File: config.mk
export PLATFORM = sky130hd
export DESIGN_NAME = instr_sequencer
export DESIGN_NICKNAME = d
export VERILOG_FILES = /design/src/rtl/instr_sequencer_pkg.sv /design/src/rtl/instr_sequencer_classifier.sv /design/src/rtl/instr_sequencer.sv
export SDC_FILE = /design/constraint.sdc
export NUM_CORES = 1
export LEC_CHECK = 0
export ABC_AREA = 1
export CORE_MARGIN = 2
export CORE_UTILIZATION = 44
export CTS_CLUSTER_DIAMETER = 80
export DETAILED_ROUTE_END_ITERATION = 10
export GPL_ROUTABILITY_DRIVEN = 1
export MAX_ROUTING_LAYER = met4
export PLACE_DENSITY = 0.81
export SLEW_MARGIN = 40
export SYNTH_ARGS = -nofsm -noshare
export SYNTH_HDL_FRONTEND = slang
export SYNTH_SLANG_ARGS = --single-unit
File: constraint.sdc
create_clock -name clk -period 1.67 [get_ports clk]
set_input_delay 0.334 -clock clk [delete_from_list [all_inputs] [get_ports clk]]
set_output_delay 0.334 -clock clk [all_outputs]
set_load 0.05 [all_outputs]
File: src/rtl/instr_sequencer_pkg.sv
// Shared constants for the fetch/step sequencer: instruction type codes, major opcodes
// (opcode[6:2]) and run-state encodings.
package instr_sequencer_pkg;

    localparam int unsigned TW = 3;

    localparam logic [2:0] TYPE_ILL = 3'd0;
    localparam logic [2:0] TYPE_R   = 3'd1;
    localparam logic [2:0] TYPE_I   = 3'd2;
    localparam logic [2:0] TYPE_S   = 3'd3;
    localparam logic [2:0] TYPE_B   = 3'd4;
    localparam logic [2:0] TYPE_U   = 3'd5;
    localparam logic [2:0] TYPE_J   = 3'd6;

    localparam logic [4:0] OP_LOAD   = 5'b00000;
    localparam logic [4:0] OP_FENCE  = 5'b00011;
    localparam logic [4:0] OP_ALUI   = 5'b00100;
    localparam logic [4:0] OP_AUIPC  = 5'b00101;
    localparam logic [4:0] OP_STORE  = 5'b01000;
    localparam logic [4:0] OP_ALU    = 5'b01100;
    localparam logic [4:0] OP_LUI    = 5'b01101;
    localparam logic [4:0] OP_BRANCH = 5'b11000;
    localparam logic [4:0] OP_JALR   = 5'b11001;
    localparam logic [4:0] OP_JAL    = 5'b11011;
    localparam logic [4:0] OP_SYSTEM = 5'b11100;

    typedef enum logic [0:0] {
        StRun    = 1'b0,
        StHalted = 1'b1
    } seq_state_e;

    // Only 32-bit encodings (low bits 11) are decodable by this core.
    function automatic logic is_full_width(input logic [1:0] low_bits);
        return low_bits == 2'b11;
    endfunction

endpackage

File: src/rtl/instr_sequencer_classifier.sv
// Purely combinational instruction-format classifier; shared with the trace/disassembly
// monitor so both agree on how an instruction word is typed.
module instr_type_classifier
    import instr_sequencer_pkg::*;
#(
    parameter int unsigned XLEN = 32
) (
    input  logic [XLEN-1:0] ir,
    output logic [2:0]      instr_type
);

    logic unused_ir_bits;
    assign unused_ir_bits = ^ir[XLEN-1:7];

    always_comb begin
        instr_type = TYPE_ILL;
        if (is_full_width(ir[1:0])) begin
            case (ir[6:2])
                OP_ALU:                                        instr_type = TYPE_R;
                OP_ALUI, OP_LOAD, OP_JALR, OP_FENCE, OP_SYSTEM: instr_type = TYPE_I;
                OP_STORE:                                      instr_type = TYPE_S;
                OP_BRANCH:                                     instr_type = TYPE_B;
                OP_LUI, OP_AUIPC:                              instr_type = TYPE_U;
                OP_JAL:                                        instr_type = TYPE_J;
                default:                                       instr_type = TYPE_ILL;
            endcase
        end
    end

endmodule

File: src/rtl/instr_sequencer.sv
// Fetch/step sequencer: owns IR, T-step counter, run/halt state and retired count, and
// closes the loop on the decoder's ir_we / T_rst / hlt outputs.
module instr_sequencer
    import instr_sequencer_pkg::*;
#(
    parameter int unsigned MAX_T = 3,
    parameter int unsigned XLEN  = 32
) (
    input  logic            clk,
    input  logic            rst_n,
    input  logic [XLEN-1:0] mem_data,
    input  logic            mem_busy,
    input  logic            ir_we,
    input  logic            T_rst,
    input  logic            hlt,
    input  logic            resume,
    output logic [XLEN-1:0] instr_out,
    output logic [TW-1:0]   T_out,
    output logic [2:0]      instr_type,
    output logic [6:0]      opcode,
    output logic [2:0]      funct3,
    output logic [4:0]      rd,
    output logic [4:0]      rs1,
    output logic [4:0]      rs2,
    output logic            run,
    output logic            retire,
    output logic [XLEN-1:0] instret,
    output logic            seq_fault
);

    localparam logic [TW-1:0]   TMax    = TW'(MAX_T);
    localparam logic [XLEN-1:0] CntOne  = {{(XLEN-1){1'b0}}, 1'b1};

    seq_state_e      state_q, state_d;
    logic [TW-1:0]   t_q, t_d;
    logic [XLEN-1:0] ir_q, ir_d;
    logic [XLEN-1:0] instret_q, instret_d;
    logic            retire_q, retire_d;
    logic            fault_q, fault_d;

    always_ff @(posedge clk or negedge rst_n) begin
        if (!rst_n) begin
            state_q   <= StRun;
            t_q       <= '0;
            ir_q      <= '0;
            instret_q <= '0;
            retire_q  <= 1'b0;
            fault_q   <= 1'b0;
        end else begin
            state_q   <= state_d;
            t_q       <= t_d;
            ir_q      <= ir_d;
            instret_q <= instret_d;
            retire_q  <= retire_d;
            fault_q   <= fault_d;
        end
    end

    // mem_busy freezes everything, including a pending resume.
    always_comb begin
        state_d   = state_q;
        t_d       = t_q;
        ir_d      = ir_q;
        instret_d = instret_q;
        retire_d  = 1'b0;
        fault_d   = fault_q;
        if (!mem_busy) begin
            case (state_q)
                StRun: begin
                    if (ir_we) begin
                        ir_d = mem_data;
                    end
                    if (T_rst) begin
                        t_d       = '0;
                        retire_d  = 1'b1;
                        instret_d = instret_q + CntOne;
                        if (hlt) begin
                            state_d = StHalted;
                        end
                    end else if (t_q == TMax) begin
                        t_d     = '0;
                        fault_d = 1'b1;
                    end else begin
                        t_d = t_q + 1'b1;
                    end
                end
                StHalted: begin
                    t_d = '0;
                    if (resume) begin
                        state_d = StRun;
                    end
                end
                default: begin
                    state_d = StRun;
                    t_d     = '0;
                end
            endcase
        end
    end

    instr_type_classifier #(
        .XLEN (XLEN)
    ) u_classifier (
        .ir         (ir_q),
        .instr_type (instr_type)
    );

    assign instr_out = ir_q;
    assign T_out     = t_q;
    assign run       = (state_q == StRun);
    assign retire    = retire_q;
    assign instret   = instret_q;
    assign seq_fault = fault_q;
    assign opcode    = ir_q[6:0];
    assign funct3    = ir_q[14:12];
    assign rd        = ir_q[11:7];
    assign rs1       = ir_q[19:15];
    assign rs2       = ir_q[24:20];

endmodule

==> flow_results.xml <==
<?xml version="1.0" encoding="UTF-8"?>
<metrics>
  <group name="outcome">
    <metric name="status" unit="">finished with violations</metric>
    <metric name="failed_checks" unit="">hold timing, setup timing</metric>
  </group>
  <group name="setup_path">
    <metric name="timing.critical_path.to_type" unit="">primary output</metric>
    <metric name="worst-setup-path-type" unit="">register to primary output</metric>
    <metric name="crit_path_top_delay_cell" unit="">dfrtp_2</metric>
    <metric name="worst_path_largest_cell_delay" unit="ns">0.41</metric>
    <metric name="worst_ep_required_time" unit="ns">1.34</metric>
    <metric name="timing.critical_path.arrival" unit="ns">1.72</metric>
    <metric name="critical_path.cell_chain" unit="">inv_2 -&gt; ha_4 -&gt; or2_4 -&gt; nand3_4 -&gt; a31oi_4 -&gt; nor2_4 -&gt; buf_12</metric>
    <metric name="worst_setup_path_start_kind" unit="">register</metric>
    <metric name="critical_path.max_fanout" unit="">2</metric>
  </group>
  <group name="floorplanning">
    <metric name="chipHeight" unit="µm">93.30</metric>
    <metric name="floorplan.initialDensity" unit="%">45.40</metric>
    <metric name="placement_rows" unit="">32</metric>
    <metric name="area_of_the_die" unit="mm²">0.008704</metric>
    <metric name="coreArea" unit="mm²">0.007727</metric>
    <metric name="chipWidth" unit="µm">93.30</metric>
    <metric name="top_level_ports" unit="">137</metric>
  </group>
  <group name="drt">
    <metric name="drtIter0Drc" unit="">109</metric>
    <metric name="post_drt_wl_per_cell" unit="µm">15.43</metric>
    <metric name="via_per_inst" unit="">4.974</metric>
    <metric name="vias" unit="">3014</metric>
    <metric name="drt_pass1_iterations" unit="">4</metric>
    <metric name="post-route-drc-count" unit="">0</metric>
    <metric name="finalWirelength" unit="µm">9348</metric>
    <metric name="drt.antenna.violating_nets" unit="">0</metric>
  </group>
  <group name="clock_network">
    <metric name="htree_num_levels" unit="">3</metric>
    <metric name="cts_tree" unit="">yes</metric>
    <metric name="cts.sink_count" unit="">70</metric>
    <metric name="total_clock_buffers_created_by_cts" unit="">9</metric>
    <metric name="insertion_delay" unit="ns">0.34</metric>
    <metric name="cts_hold_repair.buffers" unit="">0</metric>
    <metric name="cts.path.max_buffers" unit="">2</metric>
    <metric name="clockRootBuffer" unit="">clkbuf_8</metric>
    <metric name="clk_pin_slew" unit="ns">0.08</metric>
  </group>
  <group name="timing">
    <metric name="highest_clock_frequency_the_design_can_meet" unit="MHz">485.8</metric>
    <metric name="worstMarginPinSlew" unit="ns">0.3837</metric>
    <metric name="holdWs" unit="ns">-0.01642</metric>
    <metric name="final_count_of_negative_setup_slack_endpoints" unit="">3</metric>
    <metric name="timing.final.max_slew_violations" unit="">0</metric>
    <metric name="finalHoldViolations" unit="">9</metric>
    <metric name="max_slew_margin" unit="%">74.42</metric>
    <metric name="skew" unit="ns">0.004945</metric>
    <metric name="timing.final.crit_share" unit="%">123.2</metric>
    <metric name="final.min_clock_period" unit="ns">2.058</metric>
    <metric name="grt_setup_unrepaired" unit="">yes</metric>
    <metric name="crit_path_setup_slack_layout" unit="ns">-0.3883</metric>
    <metric name="fin_setup_tns" unit="ns">-1.075</metric>
  </group>
  <group name="global_route">
    <metric name="first_global_vias" unit="">3060</metric>
    <metric name="antenna_violations_before_repair" unit="">0</metric>
    <metric name="grt_usage" unit="%">22.00</metric>
    <metric name="maximum_number_of_pins_on_one_net_before_global_route_repair" unit="">71</metric>
    <metric name="grt_pass1_wl" unit="µm">14610</metric>
    <metric name="global_route.overflow_total" unit="">0</metric>
  </group>
  <group name="place">
    <metric name="portBuffers" unit="">136</metric>
    <metric name="place_congestion" unit="">0.8751</metric>
    <metric name="placed_cell_area" unit="mm²">0.005151</metric>
    <metric name="pre_cts_ws" unit="ns">-0.2691</metric>
    <metric name="post-place-cells" unit="">590</metric>
    <metric name="dpl.hpwl" unit="µm">6935</metric>
  </group>
  <group name="finish">
    <metric name="finalInstanceArea" unit="mm²">0.005421</metric>
    <metric name="drive_above_1_share" unit="%">35.12</metric>
    <metric name="antenna_cells" unit="">0</metric>
    <metric name="area.sequential" unit="mm²">0.001762</metric>
    <metric name="synthToLayoutAreaGrowth" unit="%">54.53</metric>
    <metric name="mostFrequentLayoutCell" unit="">buf_4</metric>
    <metric name="utilization_after_layout" unit="%">70.16</metric>
    <metric name="design.final.nets" unit="">544</metric>
    <metric name="multi_input_area" unit="mm²">0.001564</metric>
    <metric name="most-common-layout-cells" unit="">buf_4 (77), nand2_1 (73), dfrtp_1 (62)</metric>
    <metric name="filler_cell_count" unit="">536</metric>
    <metric name="instances_no_fill" unit="">606</metric>
  </group>
  <group name="flow_run">
    <metric name="drv.max_cap_violation_count" unit="">0</metric>
  </group>
  <group name="logic_synthesis">
    <metric name="synth.top_cells.by_area" unit="">dfrtp_1 (50%), nand2_1 (8.0%), mux2_1 (6.4%)</metric>
    <metric name="synthesis.area_per_instance" unit="µm²">9.560</metric>
    <metric name="yosys_warnings" unit="">0</metric>
    <metric name="portion_of_synthesized_cell_area_occupied_by_the_leading_cell_type" unit="%">49.93</metric>
    <metric name="synth_sequential_area_ratio" unit="%">49.93</metric>
    <metric name="syn-cell-area" unit="mm²">0.003508</metric>
    <metric name="netlist_instances" unit="">367</metric>
    <metric name="synth.largest_area_cell" unit="">dfrtp_1</metric>
    <metric name="yosys.cell_types.count" unit="">31</metric>
    <metric name="synth.ff_latch_count" unit="">70</metric>
    <metric name="syn_nets" unit="">411</metric>
  </group>
  <group name="power">
    <metric name="power.switching" unit="mW">3.110</metric>
    <metric name="comb_power_share" unit="%">47.4</metric>
    <metric name="vdd_ir_drop_max" unit="V">0.0008969</metric>
    <metric name="power-per-cell-area" unit="mW/mm²">1283</metric>
    <metric name="p_int" unit="mW">3.843</metric>
    <metric name="power.static_leakage" unit="nW">2.413</metric>
    <metric name="power.sequential.fraction" unit="%">33.2</metric>
    <metric name="p_clk_share" unit="%">19.4</metric>
    <metric name="netSwitchingFraction" unit="%">44.72</metric>
    <metric name="total_power" unit="mW">6.953</metric>
  </group>
  <group name="min_path">
    <metric name="hold_path.class" unit="">input pin to async pin</metric>
  </group>
</metrics>
-- final cells by class --
class	count	area share (%)
Inverter	27	1.916
Clock buffer	11	2.608
Tap cell	102	2.354
Timing Repair Buffer	151	30.88
Clock inverter	4	0.9001
Multi-Input combinational cell	241	28.85
Sequential cell	70	32.49
-- timing repair --
item,CTS,global route
setup endpoints to repair,3,9
resized for setup,4,11
setup buffers,0,1
endpoints found under the hold margin,0,0
pin swaps,3,3
-- cell usage after synthesis --
cell type / count
nand2_1: 75
dfrtp_1: 70
nor2_1: 48
buf_4: 26
inv_1: 26
mux2_1: 20
nand3_1: 17
xnor2_1: 16
a21oi_1: 10
nand4_1: 8
mux2_2: 7
xor2_1: 7
nand2_2: 6
ha_1: 5
nor2_4: 4
nor3_1: 3
a22o_1: 2
buf_6: 2
nor2_2: 2
o21ai_0: 2
a211oi_1: 1
a21o_1: 1
a31o_2: 1
a31oi_1: 1
buf_2: 1
inv_2: 1
nand2_4: 1
nand3b_1: 1
o32ai_1: 1
or2_2: 1
xnor2_2: 1
-- power groups by stage --
stage | Combinational (mW) | Clock, mW | Sequential [mW]
CTS | 3.28 | 1.37 | 2.30
global route | 3.44 | 1.46 | 2.34
floorplan | 1.27 | 0 | 3.21
finish | 3.30 | 1.35 | 2.31
detailed placement | 3.24 | 0 | 2.33
global placement | 3.19 | 0 | 2.31
-- per-layer routing --
metal  track usage [%]  share of wire, %  wire length, µm  vias to the layer above
li1                  -                 -                -                     1418
met1             25.01                39             3636                     1460
met2             38.61                52             4882                      119
met3             4.432               7.2              671                       17
met4             7.721               1.7              159                        0
met5                 -                 0                0                        -
-- critical path, delay by kind of cell (launching register included) --
kind	cells	cell delay [ns]
AOI/OAI and AO/OA	1	0.09
and+or+nand+nor	3	0.46
buffers and inverters	2	0.22
DFF	1	0.41
adders and majority gates	1	0.20
-- registers in the layout (all words and copies together) (netlist names) --
name and count:
T_out 3, instret 32, retire 1, seq_fault 1, state_q 1, instr_out 32
-- final timing paths --
kind                              startpoint             to  slack, ns  cells past startpoint
worst max-delay path            instr_out[2]  instr_type[1]      -0.39                      7
worst min-delay path                   rst_n    instret[24]      -0.02                      2
worst max register to register       state_q    instret[21]       0.10                      7
worst min register to register     seq_fault      seq_fault       0.48                      1
max in group asynchronous              rst_n   instr_out[1]       1.34                      2
min in group clk                   seq_fault      seq_fault       0.48                      1
-- cells by family (layout without fill, tap and decap cells) --
kind of cell,Yosys count,in the layout,synth area share (%)
and+or+nand+nor,166,166,20.86
DFF,70,70,49.93
buffers and inverters,56,193,9.236
muxes,27,27,8.666
xor gates and xnor gates,24,24,6.205
AOI/OAI and AO/OA,19,19,3.317
adders and majority gates,5,5,1.783
(Power assumes the default switching activity.)
==> variant 1 (config.mk and constraints unchanged) <==
`XLEN` is set to 32 in 2 places; all go to 64.
--- a/src/rtl/instr_sequencer_classifier.sv
+++ b/src/rtl/instr_sequencer_classifier.sv
@@ -3,7 +3,7 @@
 module instr_type_classifier
     import instr_sequencer_pkg::*;
 #(
-    parameter int unsigned XLEN = 32
+    parameter int unsigned XLEN = 64
 ) (
     input  logic [XLEN-1:0] ir,
     output logic [2:0]      instr_type
--- a/src/rtl/instr_sequencer.sv
+++ b/src/rtl/instr_sequencer.sv
@@ -4,7 +4,7 @@
     import instr_sequencer_pkg::*;
 #(
     parameter int unsigned MAX_T = 3,
-    parameter int unsigned XLEN  = 32
+    parameter int unsigned XLEN  = 64
 ) (
     input  logic            clk,
     input  logic            rst_n,
Ports: changed (resized instr_out, instret and mem_data); port bits go from 137 to 233. No check against the original RTL was run, so the function may have changed too.
==> variant 1 against the original RTL <==
  * The flow finishes with violations (negative setup slack)
  * Critical endpoint unchanged
  * Worst setup slack lost 0.030 ns
  * Total power grew 80%
  * Routed wire length grew 110%
  * Final area grew 93%
  * Area after synthesis grew 90%
  * Combinational power grew 45%
  * Die area grew 86%
  * Utilization shrank 0.58 points
  * Critical path depth shrank 1
  * Global-route usage grew 3.3 points
  * Largest power group unchanged
  * Sequential cell count grew 64
  * Register-to-register slack is essentially flat
  * Sequential share of layout area is essentially flat
==> variant 1: results (changes against the original RTL) <==
Layout
The final instance count without filler cells was 1208 (+99%). The layout net count is 1082 (+99%). The total inserted antenna cells was 0 (unchanged). The fraction of layout cells with a size suffix above 1 is 0.437 (+0.0861).

Pwr
The peak supply drop was 1.25 mV (+39%). The static power due to leakage was 4.73 nW (+96%).

Global routing
The met1 track demand over resource was 0.302 (+0.0517). The number of antenna violations at the first check in global routing came to 0 (unchanged). The first-pass GRT wire length is 30.8 mm (+110%). The global routing usage on met3 is 0.0503 (+0.00593). The total routing usage reported by global routing is 0.253 (+0.0326). The largest net degree at the start of global routing is 52 (-27%). The met2 track utilization from global routing came to 0.429 (+0.0434).

CTS
The number of buffers created by CTS is 17 (+8). The clock-pin slew on the worst setup and hold paths is 0.07 ns. The count of H-tree levels built during CTS is 4 (+1). The latest clock arrival within the worst-skew pair was 0.43 ns (+0.09 ns). The root buffer cell is clkbuf_16.

The maximum number of buffers from clock root to sink came to 2 (unchanged).

Placement
The routability congestion estimate from global placement is 0.900 (+2.8%). The HPWL reported at the end of detailed placement was 15.1 mm (+120%). The count of buffers inserted at the top-level ports came to 232 (+71%).

Yosys
For this run, the leading register cell type out of synthesis is dfrtp_1. The instance count of the mapped netlist came to 709 (+93%). The unique cell type count in the Yosys netlist came to 34 (+9.7%). The fraction of registers with async set or reset after synthesis is 1.00 (unchanged).

The synthesis warning total is 0 (unchanged). Sorting the synthesized cells by how often they occur yields nand2_1 (151), dfrtp_1 (134), nor2_1 (92), inv_1 (62), mux2_2 (60). The count of flip-flops with a built-in enable after synthesis came to 0 (unchanged).

The portion of the post-synthesis area used by sequential elements was 0.502 (+0.00259). The net count after synthesis was 784 (+91%). By area the synthesized netlist is led by dfrtp_1 (50%), mux2_2 (10%), nand2_1 (8.5%), nor2_1 (5.2%), inv_1 (3.5%).

STA
The final worst slack is -0.419 ns (-0.0304 ns). The slew of the pin with the lowest slew margin is 0.344 ns (-0.0393 ns). The number of setup violations in the final report is 3 (unchanged). The worst clock skew on the final layout came to 0.00892 ns (+0.00398 ns).

Detailed routing
The iteration count of the initial detailed-routing pass is 8 (+4). The detailed router's first-iteration violation count is 391 (+260%). The routed length per placed instance is 16.3 um (+5.9%). The vias after detailed routing is 6003 (+99%). The number of nets with antenna violations after detailed routing is 0 (unchanged).

Hold path
The worst hold path class is input port to asynchronous set/reset pin.

Worst setup path
The number of cells on the worst reg-to-reg path is 10 (+3). The arrival time at the worst endpoint is 1.75 ns (+0.03 ns). The maximum fanout along the worst path is 2 (unchanged).

Outcome
The checks that failed: negative setup slack. The flow ran to the end, but the final reports show violations.
[variant 1: stage by stage]
stage / setup TNS [ns] / instance area, um2 / setup slack (ns)
2_1_floorplan: -0.417 / 6800 / -0.191
3_3_place_gp: -14.23 / 9690 / -0.232
3_5_place_dp: -16.29 / 9690 / -0.292
4_1_cts: -1.14 / 10300 / -0.432
5_1_grt: -1.29 / 10500 / -0.467
6_report: -1.11 / 10500 / -0.419
[variant 1: path summary, 6_finish.rpt]
| check | from | end | slack (ns) |
|---|---|---|---|
| max | instr_out[3] | instr_type[1] | -0.42 |
| max in group asynchronous | rst_n | instr_out[5] | 0.80 |
| min reg2reg | seq_fault | seq_fault | 0.49 |
| min in group clk | seq_fault | seq_fault | 0.49 |
| max reg2reg | instret[0] | instret[56] | 0.10 |
| min | rst_n | instret[52] | 0.30 |
[variant 1: final cells by class]
class | instances | area [um2]
Clock buffer | 17 | 425
Clock inverter | 15 | 134
Fill cell | 1082 | 4570
Inverter | 64 | 248
Multi-Input combinational cell | 478 | 3030
Sequential cell | 134 | 3400
Tap cell | 188 | 235
Timing Repair Buffer | 312 | 2980
[variant 1: cell families (layout without fill, tap and decap cells)]
kind of cell,Yosys count,count (layout),share of synthesized area
XOR/XNOR,46,46,0.0603
multiplexers,60,60,0.101
AO/OA/AOI/OAI,18,18,0.0178
adder cells (fa/ha/maj),4,4,0.00749
buffers and inverters,97,408,0.0712
AND/OR/NAND/NOR,350,350,0.240
flip-flops,134,134,0.502
[variant 1: repair_timing]
action                                  4_1_cts  5_1_grt
hold buffers                                  1        0
gates resized for setup                       4       32
pin swaps                                     6        7
endpoints found under the hold margin        13        0
endpoints found under the setup margin        4       34
setup buffers                                 3        8
[variant 1: where the power goes]
part | switching, mW | internal (mW)
clock network | 1.63 | 1.96
logic | 3.10 | 1.69
registers | 0.395 | 3.74
[variant 1: worst max-delay path, cell delays in order, from the launching register on]
cell and delay (ns):
dfrtp_2 0.42, inv_4 0.07, ha_4 0.18, or2_4 0.24, nand3_2 0.06, a32o_2 0.20, buf_12 0.14
[variant 1: layer usage]
layer  up-vias  routed length [um]
met5         -                   0
met4         0                 399
met3        37                1410
met2       254               10100
met1      2857                7850
li1       2855                   -
==> variant 2 (same settings) <==
Without the edit above. Remove the register `retire_q`: a continuous assignment takes its place, so the output `retire` follows one clock earlier.
--- a/src/rtl/instr_sequencer.sv
+++ b/src/rtl/instr_sequencer.sv
@@ -44,17 +44,17 @@
             t_q       <= '0;
             ir_q      <= '0;
             instret_q <= '0;
-            retire_q  <= 1'b0;
             fault_q   <= 1'b0;
         end else begin
             state_q   <= state_d;
             t_q       <= t_d;
             ir_q      <= ir_d;
             instret_q <= instret_d;
-            retire_q  <= retire_d;
             fault_q   <= fault_d;
         end
     end
+
+    assign retire_q = retire_d;
 
     // mem_busy freezes everything, including a pending resume.
     always_comb begin
Check against the original RTL: not equivalent (Yosys sat finds a counterexample within 4 cycles, from zero or initial values and one cycle with rst_n low).
==> variant 2 against the original RTL <==
  * The run still ends with negative hold slack, negative setup slack left
  * Sequential cell count decreased by 1
  * Routed wire length decreased by 2.5%
  * Non-clock buffer count increased by 7
  * Worst hold slack improved by 0.0022 ns
  * Synthesized cell count decreased by 0.27%
  * Sequential share of layout area about the same
  * Area after synthesis decreased by 0.71%
  * Combinational power decreased by 2%
  * Total power decreased by 4.0%
  * Count of clock-buffer cells in the layout decreased by 2
  * Worst setup slack improved by 0.018 ns
  * Final area decreased by 1.5%
  * Via count decreased by 0.66%
  * Critical endpoint unchanged
==> variant 2: results (changes against the original RTL) <==
Yosys
After synthesis, the most frequently instantiated cells are nand2_1 (75), dfrtp_1 (69), nor2_1 (48), buf_4 (26), inv_1 (26). Sorting the synthesized cells by area gives the leading types as dfrtp_1 (50%), nand2_1 (8.1%), mux2_1 (6.5%), buf_4 (5.6%), nor2_1 (5.2%). The net count after synthesis is 410 (-0.24%). The average footprint of a synthesized cell is 9.52 um2 (-0.44%). The portion of the post-synthesis area used by sequential elements came to 0.496 (-0.00360).

STA
The final worst slack is -0.370 ns (+0.0183 ns). The hold violation total from the final report was 6 (-3). The number of setup violations in the final report is 3 (unchanged).

The headroom to the max-slew limit is 0.737 (-0.00754). The worst hold slack across all endpoints is -0.0143 ns (+0.00216 ns). The worst clock skew on the final layout is 0.0148 ns (+0.00983 ns).

Layout
The layout net count is 550 (+1.1%). The final-layout fill cell count is 585 (+9.1%). The final instance count without filler cells came to 613 (+1.2%). The total inserted antenna cells was 0 (unchanged). The fraction of layout cells with a size suffix above 1 was 0.356 (+0.00497).

Placement
The routability congestion estimate from global placement is 0.879 (+0.42%). The HPWL reported at the end of detailed placement is 6.88 mm (-0.82%). The total placed cells including tap cells was 592 (+0.34%).

Global routing
The via count of the first global-routing pass is 3128 (+2.2%). The total routing usage reported by global routing came to 0.227 (+0.00713). The first-pass GRT wire length was 15.0 mm (+2.7%).

Worst setup path
In this run the critical register-to-register path is launched from state_q. The number of cells on the worst reg-to-reg path is 8 (+1).

Pwr
The peak supply drop is 0.953 mV (+6.2%). The static power due to leakage is 2.40 nW (-0.58%).

Detailed routing
The number of vias per cell after detailed routing is 4.88 (-1.8%). The detailed-route wire length was 9.11 mm (-2.5%). The detailed router's first-iteration violation count is 114 (+4.6%).

Outcome
The flow ran to the end, but the final reports show violations. The checks that failed: negative hold slack, negative setup slack.

CTS
The count of H-tree levels built during CTS is 3 (unchanged).
==> variant 2: cell types whose count changed after synthesis <==
cell	delta
dfrtp_1	-1
==> variant 2: cell type report <==
cell class | instances | area (um2) | share of cell area
well taps | 102 | 128 | 0.0239
multi-input cells | 241 | 1530 | 0.286
inverters | 27 | 104 | 0.0195
clock buffers | 9 | 124 | 0.0232
repair buffers | 158 | 1680 | 0.314
clock inverters | 7 | 42.5 | 0.00797
flip-flops and latches | 69 | 1740 | 0.325
==> variant 2: worst min-delay path by stage <==
stage	start	to	cells past startpoint
floorplan	rst_n	T_out[0]	0
global placement	rst_n	instret[29]	2
detailed placement	rst_n	instret[25]	2
CTS	rst_n	instret[5]	2
global route	rst_n	instret[5]	2
finish	rst_n	instret[25]	2
==> variant 2: logic make-up (layout without fill, tap and decap cells) <==
kind of cell	Yosys count	in the layout	synth area share
adder cells (fa/ha/maj)	5	5	0.0180
AND/OR/NAND/NOR	166	166	0.210
AO/OA/AOI/OAI	19	19	0.0334
buffers and inverters	56	201	0.0930
multiplexers	27	27	0.0873
XOR/XNOR	24	24	0.0625
flip-flops	69	69	0.496
==> variant 2: metrics by stage <==
step	hold WS (ns)	setup WS (ns)	utilization	total power, mW
finish	-0.0143	-0.370	0.694	6.68
global route	0.0330	-0.422	0.694	6.95
CTS	0.00755	-0.401	0.690	6.72
detailed placement	0.387	-0.163	0.663	5.49
global placement	0.382	-0.136	0.663	5.43
floorplan	0.0384	-0.302	-	4.45
==> variant 2: where the power goes <==
part	switching [mW]	total (mW)	internal (mW)	leakage, nW
registers	0.295	2.25	1.95	0.858
clock network	0.652	1.18	0.527	0.0808
logic	2.15	3.25	1.10	1.46
==> variant 2: repair_timing <==
action,in CTS,in global routing
setup buffers,3,3
resized for setup,5,3
setup endpoints to repair,4,12
pin swaps,6,2
==> variant 2: per-layer routing <==
| metal | vias to the layer above | track usage | wire length, um |
|---|---|---|---|
| li1 | 1438 | - | - |
| met4 | 0 | 0.0907 | 204 |
| met5 | - | - | 0 |
| met2 | 126 | 0.376 | 4480 |
| met3 | 20 | 0.0403 | 655 |
| met1 | 1410 | 0.278 | 3770 |
